**src/rtl/vga_dma_pkg.sv**
```systemverilog
// vga_dma_pkg: shared definitions for the VGA DMA stream controller.
// Holds the CSR offsets, the CONTROL/CMD/STATUS bit positions, the packed
// CONTROL payload and the sequencer state encoding.
package vga_dma_pkg;

    localparam int unsigned REG_ADDR_W = 3;

    // CSR word offsets
    localparam logic [REG_ADDR_W-1:0] REG_S_ADDR     = 3'd0;
    localparam logic [REG_ADDR_W-1:0] REG_LENGTH     = 3'd1;
    localparam logic [REG_ADDR_W-1:0] REG_CONTROL    = 3'd2;
    localparam logic [REG_ADDR_W-1:0] REG_CMD        = 3'd3;
    localparam logic [REG_ADDR_W-1:0] REG_STATUS     = 3'd4;
    localparam logic [REG_ADDR_W-1:0] REG_FIFO_LEVEL = 3'd5;

    // Bit positions
    localparam int unsigned CTRL_FIXED_ADDR = 0;
    localparam int unsigned CTRL_LOOP       = 1;
    localparam int unsigned CTRL_IRQ_EN     = 2;
    localparam int unsigned CTRL_W          = 3;
    localparam int unsigned CMD_START       = 0;
    localparam int unsigned CMD_ABORT       = 1;
    localparam int unsigned STAT_DONE       = 0;
    localparam int unsigned STAT_BUSY       = 1;

    // CONTROL register payload, laid out to match its bit positions
    typedef struct packed {
        logic irq_en;
        logic loop;
        logic fixed_addr;
    } ctrl_t;

    typedef enum logic [2:0] {
        ST_IDLE = 3'd0,
        ST_LOAD = 3'd1,
        ST_REQ  = 3'd2,
        ST_WAIT = 3'd3,
        ST_DONE = 3'd4
    } dma_state_e;

endpackage

```
**src/rtl/vga_dma_fifo.sv**
```systemverilog
// vga_dma_fifo: synchronous show-ahead FIFO between the read master and the
// stream source.
//   i_push/i_data : write one entry (caller guarantees not full)
//   i_pop         : consume head entry when not empty
//   i_flush       : discard all entries (overrides push/pop)
//   o_data        : head entry, valid whenever !o_empty
//   o_full/o_empty/o_level : occupancy
module vga_dma_fifo #(
    parameter int unsigned DATA_W     = 16,
    parameter int unsigned FIFO_DEPTH = 64
) (
    input  logic                          clk,
    input  logic                          reset_n,
    input  logic                          i_flush,
    input  logic                          i_push,
    input  logic [DATA_W-1:0]             i_data,
    input  logic                          i_pop,
    output logic [DATA_W-1:0]             o_data,
    output logic                          o_full,
    output logic                          o_empty,
    output logic [$clog2(FIFO_DEPTH):0]   o_level
);

    localparam int unsigned PTR_W = $clog2(FIFO_DEPTH);
    localparam int unsigned LVL_W = PTR_W + 1;

    logic [DATA_W-1:0] r_mem [FIFO_DEPTH];
    logic [PTR_W-1:0]  r_wr_ptr;
    logic [PTR_W-1:0]  r_rd_ptr;
    logic [LVL_W-1:0]  r_level;
    logic              w_push;
    logic              w_pop;

    assign o_full  = (r_level == LVL_W'(FIFO_DEPTH));
    assign o_empty = (r_level == '0);
    assign o_level = r_level;
    assign o_data  = r_mem[r_rd_ptr];

    assign w_push = i_push && !o_full;
    assign w_pop  = i_pop && !o_empty;

    // Pointers and level; simultaneous push and pop leave the level unchanged
    always_ff @(posedge clk or negedge reset_n) begin
        if (!reset_n) begin
            r_wr_ptr <= '0;
            r_rd_ptr <= '0;
            r_level  <= '0;
        end else if (i_flush) begin
            r_wr_ptr <= '0;
            r_rd_ptr <= '0;
            r_level  <= '0;
        end else begin
            if (w_push) r_wr_ptr <= r_wr_ptr + PTR_W'(1);
            if (w_pop)  r_rd_ptr <= r_rd_ptr + PTR_W'(1);
            case ({w_push, w_pop})
                2'b10:   r_level <= r_level + LVL_W'(1);
                2'b01:   r_level <= r_level - LVL_W'(1);
                default: r_level <= r_level;
            endcase
        end
    end

    // Storage array, no reset needed
    always_ff @(posedge clk) begin
        if (w_push && !i_flush) r_mem[r_wr_ptr] <= i_data;
    end

endmodule

```
**src/rtl/vga_dma_stream.sv**
```systemverilog
// vga_dma_stream: CSR-programmed DMA that fetches a frame over an Avalon-MM
// read master into a FIFO and streams it out over Avalon-ST.
//   avs_s1_*        : CPU register slave (1-cycle registered read data), irq
//   avm_read_*      : single-outstanding read master, byte addresses
//   aso_*           : show-ahead pixel word stream
module vga_dma_stream
    import vga_dma_pkg::*;
#(
    parameter int unsigned DATA_W     = 16,
    parameter int unsigned ADDR_W     = 32,
    parameter int unsigned LEN_W      = 24,
    parameter int unsigned FIFO_DEPTH = 64
) (
    input  logic                  clk,
    input  logic                  reset_n,
    input  logic                  avs_s1_chipselect,
    input  logic [REG_ADDR_W-1:0] avs_s1_address,
    input  logic                  avs_s1_read,
    input  logic                  avs_s1_write,
    input  logic [31:0]           avs_s1_writedata,
    output logic [31:0]           avs_s1_readdata,
    output logic                  avs_s1_waitrequest,
    output logic                  avs_s1_irq,
    output logic [ADDR_W-1:0]     avm_read_address,
    output logic                  avm_read_read,
    input  logic [DATA_W-1:0]     avm_read_readdata,
    input  logic                  avm_read_waitrequest,
    output logic [DATA_W-1:0]     aso_data,
    output logic                  aso_valid,
    input  logic                  aso_ready
);

    localparam int unsigned BYTES = DATA_W / 8;
    localparam int unsigned SHIFT = $clog2(BYTES);
    localparam int unsigned LVL_W = $clog2(FIFO_DEPTH) + 1;

    dma_state_e        r_state;
    dma_state_e        w_next_state;

    logic [ADDR_W-1:0] r_s_addr;
    logic [LEN_W-1:0]  r_length;
    ctrl_t             r_ctrl;
    logic              r_done;
    logic              r_irq;
    logic [31:0]       r_readdata;
    logic              r_abort_pending;
    logic [ADDR_W-1:0] r_base;
    logic [LEN_W-1:0]  r_words;
    logic [LEN_W-1:0]  r_cnt;
    logic              r_read;
    logic [ADDR_W-1:0] r_addr;

    logic              w_wr;
    logic              w_rd;
    logic              w_cmd_wr;
    logic              w_abort_cmd;
    logic              w_start;
    logic              w_abort;
    logic              w_status_clr;
    logic              w_busy;
    logic [LEN_W-1:0]  w_n;
    logic [LEN_W-1:0]  w_cnt_inc;

    logic              w_latch;
    logic              w_issue;
    logic              w_accept;
    logic              w_push;
    logic              w_flush;
    logic              w_set_done;

    logic              w_fifo_full;
    logic              w_fifo_empty;
    logic [LVL_W-1:0]  w_fifo_level;
    logic [DATA_W-1:0] w_fifo_data;

    assign w_wr         = avs_s1_chipselect && avs_s1_write;
    assign w_rd         = avs_s1_chipselect && avs_s1_read;
    assign w_cmd_wr     = w_wr && (avs_s1_address == REG_CMD);
    assign w_abort_cmd  = w_cmd_wr && avs_s1_writedata[CMD_ABORT];
    // Abort in the same write suppresses start
    assign w_start      = w_cmd_wr && avs_s1_writedata[CMD_START] && !avs_s1_writedata[CMD_ABORT];
    assign w_abort      = r_abort_pending || w_abort_cmd;
    assign w_status_clr = w_wr && (avs_s1_address == REG_STATUS) && avs_s1_writedata[STAT_DONE];
    assign w_busy       = (r_state != ST_IDLE);
    assign w_n          = r_length >> SHIFT;
    assign w_cnt_inc    = r_cnt + LEN_W'(1);

    // State register
    always_ff @(posedge clk or negedge reset_n) begin
        if (!reset_n) r_state <= ST_IDLE;
        else          r_state <= w_next_state;
    end

    // Next-state logic
    always_comb begin
        w_next_state = r_state;
        case (r_state)
            ST_IDLE: if (w_start) w_next_state = ST_LOAD;
            ST_LOAD: begin
                if (w_abort)         w_next_state = ST_IDLE;
                else if (w_n == '0)  w_next_state = ST_DONE;
                else                 w_next_state = ST_REQ;
            end
            ST_REQ: begin
                if (w_abort)           w_next_state = ST_IDLE;
                else if (!w_fifo_full) w_next_state = ST_WAIT;
            end
            ST_WAIT: begin
                if (!avm_read_waitrequest) begin
                    if (w_abort)                 w_next_state = ST_IDLE;
                    else if (w_cnt_inc == r_words) w_next_state = ST_DONE;
                    else                         w_next_state = ST_REQ;
                end
            end
            ST_DONE: begin
                if (r_ctrl.loop && !w_abort) w_next_state = ST_LOAD;
                else                         w_next_state = ST_IDLE;
            end
            default: w_next_state = ST_IDLE;
        endcase
    end

    // Per-state datapath strobes
    always_comb begin
        w_latch    = 1'b0;
        w_issue    = 1'b0;
        w_accept   = 1'b0;
        w_push     = 1'b0;
        w_flush    = 1'b0;
        w_set_done = 1'b0;
        case (r_state)
            ST_LOAD: begin
                w_latch = 1'b1;
                w_flush = w_abort;
            end
            ST_REQ: begin
                w_issue = !w_abort && !w_fifo_full;
                w_flush = w_abort;
            end
            ST_WAIT: begin
                // Aborted reads still complete on the bus; their data is dropped
                w_accept = !avm_read_waitrequest;
                w_push   = !avm_read_waitrequest && !w_abort;
                w_flush  = !avm_read_waitrequest && w_abort;
            end
            ST_DONE: begin
                w_set_done = 1'b1;
                w_flush    = w_abort;
            end
            default: ;
        endcase
    end

    // Working copies, read master and abort tracking
    always_ff @(posedge clk or negedge reset_n) begin
        if (!reset_n) begin
            r_base          <= '0;
            r_words         <= '0;
            r_cnt           <= '0;
            r_read          <= 1'b0;
            r_addr          <= '0;
            r_abort_pending <= 1'b0;
        end else begin
            if (w_latch) begin
                r_base  <= r_s_addr;
                r_words <= w_n;
                r_cnt   <= '0;
            end
            if (w_issue) begin
                r_read <= 1'b1;
                r_addr <= r_ctrl.fixed_addr ? r_base
                                            : r_base + (ADDR_W'(r_cnt) << SHIFT);
            end
            if (w_accept) begin
                r_read <= 1'b0;
                r_cnt  <= w_cnt_inc;
            end
            if (w_next_state == ST_IDLE)  r_abort_pending <= 1'b0;
            else if (w_abort_cmd && w_busy) r_abort_pending <= 1'b1;
        end
    end

    // CPU registers, done/irq and registered read data
    always_ff @(posedge clk or negedge reset_n) begin
        if (!reset_n) begin
            r_s_addr   <= '0;
            r_length   <= '0;
            r_ctrl     <= '0;
            r_done     <= 1'b0;
            r_irq      <= 1'b0;
            r_readdata <= '0;
        end else begin
            if (w_wr) begin
                case (avs_s1_address)
                    REG_S_ADDR:  r_s_addr <= avs_s1_writedata[ADDR_W-1:0];
                    REG_LENGTH:  r_length <= avs_s1_writedata[LEN_W-1:0];
                    REG_CONTROL: r_ctrl   <= ctrl_t'(avs_s1_writedata[CTRL_W-1:0]);
                    default: ;
                endcase
            end
            if (w_status_clr) begin
                r_done <= 1'b0;
                r_irq  <= 1'b0;
            end
            // Later assignment lets a new completion beat a same-cycle clear
            if (w_set_done) begin
                r_done <= 1'b1;
                if (r_ctrl.irq_en) r_irq <= 1'b1;
            end
            if (w_rd) begin
                case (avs_s1_address)
                    REG_S_ADDR:     r_readdata <= 32'(r_s_addr);
                    REG_LENGTH:     r_readdata <= 32'(r_length);
                    REG_CONTROL:    r_readdata <= 32'(r_ctrl);
                    REG_STATUS:     r_readdata <= {30'd0, w_busy, r_done};
                    REG_FIFO_LEVEL: r_readdata <= 32'(w_fifo_level);
                    default:        r_readdata <= '0;
                endcase
            end
        end
    end

    vga_dma_fifo #(
        .DATA_W     (DATA_W),
        .FIFO_DEPTH (FIFO_DEPTH)
    ) u_fifo (
        .clk     (clk),
        .reset_n (reset_n),
        .i_flush (w_flush),
        .i_push  (w_push),
        .i_data  (avm_read_readdata),
        .i_pop   (aso_ready),
        .o_data  (w_fifo_data),
        .o_full  (w_fifo_full),
        .o_empty (w_fifo_empty),
        .o_level (w_fifo_level)
    );

    assign avs_s1_readdata    = r_readdata;
    assign avs_s1_waitrequest = 1'b0;
    assign avs_s1_irq         = r_irq;
    assign avm_read_address   = r_addr;
    assign avm_read_read      = r_read;
    assign aso_data           = w_fifo_data;
    assign aso_valid          = !w_fifo_empty;

endmodule

```
**config.mk**
```make
export PLATFORM = sky130hd
export DESIGN_NAME = vga_dma_stream
export DESIGN_NICKNAME = d
export VERILOG_FILES = /design/src/rtl/vga_dma_pkg.sv /design/src/rtl/vga_dma_fifo.sv /design/src/rtl/vga_dma_stream.sv
export SDC_FILE = /design/constraint.sdc
export NUM_CORES = 1
export LEC_CHECK = 0
export CAP_MARGIN = 20
export CORE_ASPECT_RATIO = 0.9
export CORE_MARGIN = 2
export CORE_UTILIZATION = 65
export DETAILED_ROUTE_END_ITERATION = 10
export PLACE_DENSITY = 0.8
export SLEW_MARGIN = 20
export SYNTH_ARGS = -nofsm -noshare
export SYNTH_HDL_FRONTEND = slang
export SYNTH_SLANG_ARGS = --single-unit
```
**constraint.sdc**
```tcl
create_clock -name clk -period 8.1 [get_ports clk]
set_input_delay 1.215 -clock clk [delete_from_list [all_inputs] [get_ports clk]]
set_output_delay 1.215 -clock clk [all_outputs]
set_load 0.02 [all_outputs]
```
==> results.md <==
- Status: finished, final reports clean
- Synth warnings: 0
- Fraction of layout cells with a size suffix above 1: 22.2%
- WP data arrival: about 4.9 ns
- Fillers: between 4000 and 5000
- CTS sink count: 1252
- Combinational Power Share: 29.5%
- Final Slew Violations: 0
- Crit end category: output pin
- Hold_sp: avs_s1_readdata[21]$_DFFE_PN0P_
- Antenna-violating nets left: 0
- Max IR drop VDD: 0.000305 V
- Clock Path Buffers: 3
- Top post-synthesis cells by area: edfxtp_1 60%, mux4_2 15%, dfrtp_1 11%
- Vias: 28600
- Initial antenna violation count: 7
- Clk_skew: 0.0445 ns
- Total GRT Usage: around 34%
- Sequential Power Share: 41.8%
- FF-to-FF path depth: 8
- Post-synth top area share: 60.4%
- Leakage: 19.7 nW
- Fin crit share: 75.8%
- First-pass GRT wire length: 196000 µm
- Grt ovf: 0
- Count of different cell masters after synthesis: 67
- Internal: ~13 mW
- CTS Buf Count: 113
- R2R setup slack: 3.91 ns
- Detailed router's first-iteration violation count: roughly 3900
- Die H: around 270 µm
- Die X: around 300 µm
- H-tree levels: 3
- Total iterations of the first detailed-routing run: 6
- Clk pwr share: 28.8%
- Syn Inst Count: 2779
- Mapped Area: around 50000 µm²
- Clock latency on the worst-skew pair: 0.70 ns
- Fin worst setup slack: 1.96 ns
- Commonest non-fill, non-tap cell in the layout: edfxtp_1
- Gates resized, CTS repair: 0
- Async set or reset register ratio after synthesis: 18.2%
- Clock slew at reported path FFs: 0.06 ns
- Switching power: ~6 mW
- Hold crit path type: register to register
- Total power density per cell area: between 300 and 400 nW/µm²
- Largest net degree at the start of global routing: 126
- Nets: 3058
- WHS Endpoint: avs_s1_readdata[21]$_DFFE_PN0P_
- Routability congestion estimate: 0.930
- DRC: 0
- Worst-Margin Slew: ~1.1 ns
- Max Cap Violations: 0
- Hold Crit Depth: 2
- Fmax: 163 MHz
- Routed wire length: between 100000 and 150000 µm
- RSZ-0062 raised after global routing: false
- Most frequent cells in the layout: 1024 x edfxtp_1, 336 x mux4_2, 253 x nand2_1, 223 x dfrtp_1, 146 x nor2_1
- Post-synthesis sequential area ratio: 71.6%
- Vias in the first global route: 28800
- Buffers on Ports: 140
- Via/cell ratio: 6.97
- Clk Tree Root Cell: clkbuf_16
- Worst Path Max Fanout: 88
- Core area: 77700 µm²
- Starting Density: 65.5%
- Switching share of power: 31.2%
- I/O pins: 142
- Hold-fix buffers, CTS: 0
- Area leader, netlist: edfxtp_1
- Final setup fails: 0
- Mapped Nets: 2872
- Synthesized area per cell: 18.3 µm²
- Final hold vios: 0
- Pre-CTS setup slack: 2.53 ns
- Area grow syn2layout: 12.8%
- Synth Flop Type: edfxtp_1
- Post-synthesis register bit count: 1252
- Placement Rows: 97
- Routed len/inst: 32.7 µm
- Placed insts: between 3000 and 4000
- Setup TNS: 0 ns
- Slew headroom: 28.8%
- CP Class: register to output pin
- CTS tree: done
- R2r startpoint: r_state[2]$_DFF_PN0_
- Die area: 80600 µm²
- Number of synthesized flops with an enable pin: 1024
- Reg2reg end: u_fifo.r_mem[24][2]$_DFFE_PP_
- Clock period minus final worst setup slack: 6.14 ns
- WP data required: around 6.9 ns
- Number of post-CTS setup repair buffers: 0
- Layout Cells excl Fill: 4099
- CP startpoint kind: register
- DP Wirelength: 74100 µm
## power groups by stage
stage / clock (mW) / combinational (mW) / sequential (mW)
floorplan: 0 / 3.81 / 7.74
global placement: 0 / 5.32 / 8.03
detailed placement: 0 / 5.42 / 8.06
CTS: 5.51 / 5.57 / 7.94
global route: 5.74 / 5.87 / 7.99
finish: 5.46 / 5.60 / 7.93
## cells in the mapped netlist (26+ instances only)
library cell,count
a21oi_1,60
buf_1,26
clkbuf_1,90
dfrtp_1,228
edfxtp_1,1024
ha_1,33
mux2_2,57
mux2i_1,29
mux4_2,336
nand2_1,253
nand3_1,30
nor2_1,148
o21ai_0,109
xnor2_1,33
xor2_1,39
## worst max-delay path by stage
| stage | end | cells after the start | slack (ns) | from |
|---|---|---|---|---|
| 3_5_place_dp | u_fifo.o_level[6]$_DFFE_PN0P_ | 15 | 2.53 | avs_s1_address[2] |
| 3_3_place_gp | u_fifo.o_level[6]$_DFFE_PN0P_ | 15 | 2.45 | avs_s1_address[2] |
| 6_report | aso_data[8] | 5 | 1.96 | u_fifo.r_rd_ptr[0]$_DFFE_PN0P_ |
| 5_1_grt | aso_data[8] | 5 | 1.80 | u_fifo.r_rd_ptr[0]$_DFFE_PN0P_ |
| 4_1_cts | aso_data[8] | 5 | 1.97 | u_fifo.r_rd_ptr[0]$_DFFE_PN0P_ |
| 2_1_floorplan | u_fifo.o_level[6]$_DFFE_PN0P_ | 15 | 3.94 | avs_s1_address[0] |
## layout make-up
| cell class | instances | area (µm²) | share of cell area, % |
|---|---|---|---|
| repair buffers | 227 | 2090 | 3.64 |
| clock buffers | 144 | 3040 | 5.29 |
| clock inverters | 64 | 716 | 1.25 |
| flip-flops and latches | 1252 | 36500 | 63.5 |
| inverters | 18 | 67.6 | 0.118 |
| well taps | 1039 | 1300 | 2.26 |
| diodes | 2 | 5.00 | 0.00872 |
| multi-input cells | 1353 | 13700 | 23.9 |
## through the flow
| stage | total power [mW] | hold WS (ns) | util, % | instance area, µm² |
|---|---|---|---|---|
| final | 19.0 | 0.482 | 73.9 | 57400 |
| after floorplan | 11.6 | 0.439 | - | 50900 |
| after global placement | 13.3 | 0.467 | 69.0 | 53600 |
| after CTS | 19.0 | 0.484 | 73.8 | 57300 |
| after detailed placement | 13.5 | 0.470 | 69.0 | 53600 |
| after global routing | 19.6 | 0.503 | 73.9 | 57400 |
## state kept, by name, summed over array words and instances (netlist names)
signal,count
r_s_addr,32
r_ctrl,3
avm_read_address,32
r_done,1
r_abort_pending,1
avs_s1_irq,1
u_fifo.r_rd_ptr,6
r_cnt,24
avs_s1_readdata,32
r_length,24
u_fifo.r_wr_ptr,6
u_fifo.o_level,7
r_state,3
avm_read_read,1
u_fifo.r_mem,1024
r_base,32
r_words,23
## routing by layer
metal / wire, µm / part of all wire (%) / track usage, %
met2: 64300 / 48 / 52.6
met4: 6180 / 4.6 / 14.0
met1: 49000 / 37 / 48.1
met3: 14300 / 11 / 6.87
met5: 41 / 0.031 / 0
## cell families after synthesis
| logic type | share of synthesized area, % |
|---|---|
| DFF | 71.6 |
| buffers and inverters | 1.48 |
| and+or+nand+nor | 4.84 |
| xor gates and xnor gates | 1.28 |
| AOI/OAI and AO/OA | 3.19 |
| adders and majority gates | 0.890 |
| muxes | 16.7 |
| other | 0.00737 |
## critical path, cell delays in order, from the launching register on
cell and delay, ns:
dfrtp_4 1.03, buf_12 0.52, mux4_2 0.61, mux4_2 0.53
mux4_2 0.62, clkdlybuf4s50_1 0.61
No activity file was read; power rests on OpenSTA's default activity.
